[src/rtl/gf7_mul_arbiter.sv]
// gf7_mul_arbiter: round-robin front end for one shared combinational
// GF(2^7) multiplier (p(x) = x^7 + x + 1). At most one requester is granted
// per cycle. Its operands are steered to the multiplier, and the product is
// captured in a single-entry output slot tagged with the requester id. A
// counter tracks completed response handshakes.
module gf7_mul_arbiter #(
   parameter int NREQ = 4,
   parameter int IDW  = 2,
   parameter int CNTW = 16
) (
   input  logic              clk_i,
   input  logic              rst_i,
   input  logic [NREQ-1:0]   req_valid_i,
   output logic [NREQ-1:0]   req_ready_o,
   input  logic [7*NREQ-1:0] req_a_i,
   input  logic [7*NREQ-1:0] req_b_i,
   output logic [6:0]        mul_a_o,
   output logic [6:0]        mul_b_o,
   input  logic [6:0]        mul_p_i,
   output logic              rsp_valid_o,
   input  logic              rsp_ready_i,
   output logic [6:0]        rsp_data_o,
   output logic [IDW-1:0]    rsp_id_o,
   output logic [CNTW-1:0]   op_count_o
);

   typedef enum logic {SLOT_EMPTY, SLOT_FULL} slot_e;

   slot_e           state_q, state_d;
   logic [IDW-1:0]  ptr_q, ptr_d;
   logic [IDW-1:0]  id_q, id_d;
   logic [6:0]      data_q, data_d;
   logic [CNTW-1:0] count_q, count_d;
   logic [IDW-1:0]  grant_idx;
   logic [IDW-1:0]  sel_idx;
   logic            grant_valid;
   logic            slot_free;
   logic            rsp_fire;

   assign rsp_valid_o = (state_q == SLOT_FULL);
   assign slot_free   = !rsp_valid_o || rsp_ready_i;
   assign rsp_fire    = rsp_valid_o && rsp_ready_i;
   assign rsp_data_o  = data_q;
   assign rsp_id_o    = id_q;
   assign op_count_o  = count_q;

   // Round-robin search: ptr..NREQ-1 first, then 0..ptr-1. The grant is
   // suppressed while the slot cannot take a product or reset is asserted.
   always_comb begin
      grant_valid = 1'b0;
      grant_idx   = '0;
      for (int i = 0; i < NREQ; i++) begin
         if (!grant_valid && (i >= int'(ptr_q)) && req_valid_i[i]) begin
            grant_valid = 1'b1;
            grant_idx   = IDW'(i);
         end
      end
      for (int i = 0; i < NREQ; i++) begin
         if (!grant_valid && (i < int'(ptr_q)) && req_valid_i[i]) begin
            grant_valid = 1'b1;
            grant_idx   = IDW'(i);
         end
      end
      if (rst_i || !slot_free) begin
         grant_valid = 1'b0;
         grant_idx   = '0;
      end
   end

   // One-hot ready back to the winning requester, and the operand mux.
   // With no grant the mux follows ptr so the multiplier never sees X.
   always_comb begin
      req_ready_o = '0;
      mul_a_o     = '0;
      mul_b_o     = '0;
      sel_idx     = grant_valid ? grant_idx : ptr_q;
      for (int i = 0; i < NREQ; i++) begin
         if (grant_valid && (grant_idx == IDW'(i))) begin
            req_ready_o[i] = 1'b1;
         end
         if (sel_idx == IDW'(i)) begin
            mul_a_o = req_a_i[7*i +: 7];
            mul_b_o = req_b_i[7*i +: 7];
         end
      end
   end

   // Output slot FSM, pointer advance, result capture and handshake counter.
   always_comb begin
      state_d = state_q;
      ptr_d   = ptr_q;
      data_d  = data_q;
      id_d    = id_q;
      count_d = count_q;
      case (state_q)
         SLOT_EMPTY: begin
            if (grant_valid) begin
               state_d = SLOT_FULL;
            end
         end
         SLOT_FULL: begin
            if (rsp_ready_i && !grant_valid) begin
               state_d = SLOT_EMPTY;
            end
         end
         default: state_d = SLOT_EMPTY;
      endcase
      if (grant_valid) begin
         data_d = mul_p_i;
         id_d   = grant_idx;
         ptr_d  = (int'(grant_idx) == NREQ-1) ? '0 : grant_idx + IDW'(1);
      end
      if (rsp_fire) begin
         count_d = count_q + CNTW'(1);
      end
   end

   // State registers; reset drops any pending result without counting it.
   always_ff @(posedge clk_i) begin
      if (rst_i) begin
         state_q <= SLOT_EMPTY;
         ptr_q   <= '0;
         data_q  <= '0;
         id_q    <= '0;
         count_q <= '0;
      end else begin
         state_q <= state_d;
         ptr_q   <= ptr_d;
         data_q  <= data_d;
         id_q    <= id_d;
         count_q <= count_d;
      end
   end

endmodule

[config.mk]
export PLATFORM = sky130hd
export DESIGN_NAME = gf7_mul_arbiter
export DESIGN_NICKNAME = d
export VERILOG_FILES = /design/src/rtl/gf7_mul_arbiter.sv
export SDC_FILE = /design/constraint.sdc
export NUM_CORES = 1
export LEC_CHECK = 0
export ABC_CLOCK_PERIOD_IN_PS = 3100
export BUFFER_PORTS_ARGS = -buffer_cell sky130_fd_sc_hd__buf_2
export CORE_MARGIN = 5
export CORE_UTILIZATION = 30
export DETAILED_ROUTE_END_ITERATION = 10
export SLEW_MARGIN = 40
export SYNTH_ARGS = -nofsm -noshare
export SYNTH_HDL_FRONTEND = slang
export SYNTH_SLANG_ARGS = --single-unit
[constraint.sdc]
create_clock -name clk_i -period 3.1 [get_ports clk_i]
set_input_delay 0.465 -clock clk_i [delete_from_list [all_inputs] [get_ports clk_i]]
set_output_delay 0.465 -clock clk_i [all_outputs]
set_load 0.01 [all_outputs]
==> flow_summary.ini <==
[global_route]
track_usage_pct = 13.6
antenna_found_initial = 0
grt_pass1_vias = 1705
grt_max_degree = 28
grt_pass1_wl_mm = 8.22
grt_overflow = 0

[critical_path]
worstPathMaxFanout = 14
start_kind = flip-flop
criticalPathCategory = reg -> out
worst-r2r-cell-count = 6
critPathMaxStageDelay_ns = 0.58
cp.arrival_ns = 2.24
worst_path_max_delay_cell = mux4_1
crit_start = rsp_valid_o$_SDFF_PP0_
cp.depth = 6
crit_path_end_kind = output pin
critPathTopFamily = multiplexers
worst_r2r_startpoint = ptr_q[0]$_SDFFE_PP0P_
crit_buf_inv = 2
timing.reg2reg.setup_slack_ns = 1.18
cp.required_ns = 2.63
cp_cell_sequence = nor2b_4 > nor4_1 > a2bb2oi_2 > buf_4 > mux4_1 > buf_2

[detailed_routing]
routedWlPerCell_um = 14.5
route.detailed.drc = 0
totalWireLength_mm = 5.25
drt_iter0_drc = 44
dr.pass1.iters = 4
vias = 1778
drt-vias-per-instance = 4.91
drtAntennaViolNets = 0

[placed_design]
port_buffers = 113
dpl-instance-area_sq_mm = 0.00237
dp_slack_ns = 0.412
place_congestion = 0.760
dp_hpwl_mm = 4.36

[cts]
cts_tree = done
root_buffer = clkbuf_8
clk_pin_slew_worst_paths_ns = 0.09
clockBufferDepth = 2
numCtsBuffers = 3
postCtsResizedCells = 0
clock_latency_ns = 0.27
cts_max_level = 1
clock-sinks = 28
holdBufCountCts = 0
post_cts_buffers = 0

[min_path]
hp-class = in -> reg
hold_depth = 3
worstHoldStart = mul_p_i[1]

[cells_and_area]
final_common_cell = buf_2
n_antenna_cell = 0
num-nets-final = 366
postLayoutCoreUtil_pct = 43.5
finalInstanceArea_sq_mm = 0.00243
final_cell_mix = 113 x buf_2, 28 x dfxtp_1, 20 x nand2_1, 13 x nor2_1, 11 x o21ai_0
final_layout_size_suffix_gt1_share_pct = 48.3
syn_to_final_growth_pct = 40.1

[logic_synthesis]
syn-num-nets = 251
synth_top_area_share_pct = 32.3
ys_warn_count = 0
ys_types = 35
yosysTopAreaCell = dfxtp_1
netlist_area_sq_mm = 0.00173
synth_cells = 176
synth_area_leaders = dfxtp_1 32%, mux4_2 13%, mux4_1 6.1%
synth_seq_area_share_pct = 32.3
synth_area_per_cell_sq_um = 9.85
ys_ff_latch = 28

[die]
die_area_sq_mm = 0.00740
rows = 27
die_x_um = 86
die_y_um = 86
initial_core_util_pct = 31.1
io_pins = 114
coreArea_sq_mm = 0.00557

[sta]
max_freq_ghz = 0.370
rsz0062_at_grt = false
finalSetupViolCount = 0
setup-tns-final_ns = 0
slew_headroom_pct = 60.2
hold_ws_ns = 0.385
worst_pin_slew_ns = 0.593
period_needed_ns = 2.70
drv_slew = 0
fin_worst_skew_ns = 0.00511
fin_crit_sh_pct = 87.2
worst_slack_ns = 0.398
hold_violations = 0

[power_and_ir_drop]
ir_drop_mv = 0.217
leakage_nw = 1.10
power_density_mw_per_mm2 = 348

[status]
status = completed

[flow_run]
max_cap_viol_count = 0
## per-stage QoR
stage | total power [W] | instances
2_1_floorplan | 0.000527 | 176
3_3_place_gp | 0.000626 | 358
3_5_place_dp | 0.000630 | 358
4_1_cts | 0.000859 | 362
5_1_grt | 0.000893 | 362
6_report | 0.000844 | 362
## logic make-up (layout without fill, tap and decap cells)
kind of cell	Yosys count	after routing	share of synthesized area (%)
AND/OR/NAND/NOR	80	80	25.6
AO/OA/AOI/OAI	28	28	10.8
flip-flops	28	28	32.3
multiplexers	14	14	19.1
buffers and inverters	11	125	3.54
XOR/XNOR	10	10	5.05
adder cells (fa/ha/maj)	5	5	3.61
## layout make-up
cell class | instances | area [sq um]
Timing Repair Buffer | 117 | 596
Clock buffer | 4 | 55.1
Inverter | 4 | 15.0
Tap cell | 72 | 90.1
Fill cell | 583 | 3150
Sequential cell | 28 | 561
Multi-Input combinational cell | 137 | 1110
## worst paths after layout
| check | endpoint |
|---|---|
| max | mul_b_o[1] |
| min | rsp_data_o[1]$_SDFFE_PP0P_ |
| max reg2reg | ptr_q[1]$_SDFFE_PP0P_ |
| min reg2reg | rsp_data_o[2]$_SDFFE_PP0P_ |
## worst reg2reg max path, cell delays in order (launching register included)
cell,delay [ns]
dfxtp_1,0.37
nor2b_1,0.19
a211oi_2,0.08
or4b_2,0.71
ha_1,0.32
nand2_1,0.05
a21oi_1,0.15
## Yosys cell counts
cell type  number
or2_2           1
nand2_1        20
nor4_4          1
inv_1           4
buf_12          1
nand4_1         4
clkbuf_4        1
o31ai_2         1
nor4_1          2
a2bb2oi_2       1
and4_1          1
or3_1           4
or3_4           1
a211oi_2        1
nor2b_1         5
o21bai_1        2
xnor2_1         6
ha_1            5
nand2b_1        7
xor2_1          4
nor2b_4         1
nand3_1         4
or4b_2          1
and2_1          5
mux4_1          4
o21ai_0        11
nor2_1         13
dfxtp_1        28
a32oi_2         1
o31ai_1         2
a21oi_1         9
or4_1           4
clkbuf_1        5
mux4_2         10
nor3_1          6
## flip-flops by register name, indices dropped and copies added (netlist names)
signal,cells
op_count_o,16
ptr_q,2
rsp_data_o,7
rsp_id_o,2
rsp_valid_o,1
## layer usage
| metal | global-route usage [%] | wire, um |
|---|---|---|
| met5 | 0 | 0 |
| met4 | 3.02 | 43 |
| met3 | 2.31 | 470 |
| met2 | 25.6 | 2590 |
| met1 | 16.0 | 2140 |
## where the power goes
group,total [W],internal (W),leakage (nW),switching [W]
logic,0.000234,0.000125,0.840,0.000108
registers,0.000384,0.000374,0.229,0.0000104
clock network,0.000226,0.000114,0.0288,0.000113
total,0.000844,0.000613,1.10,0.000231
(Power assumes the default switching activity.)
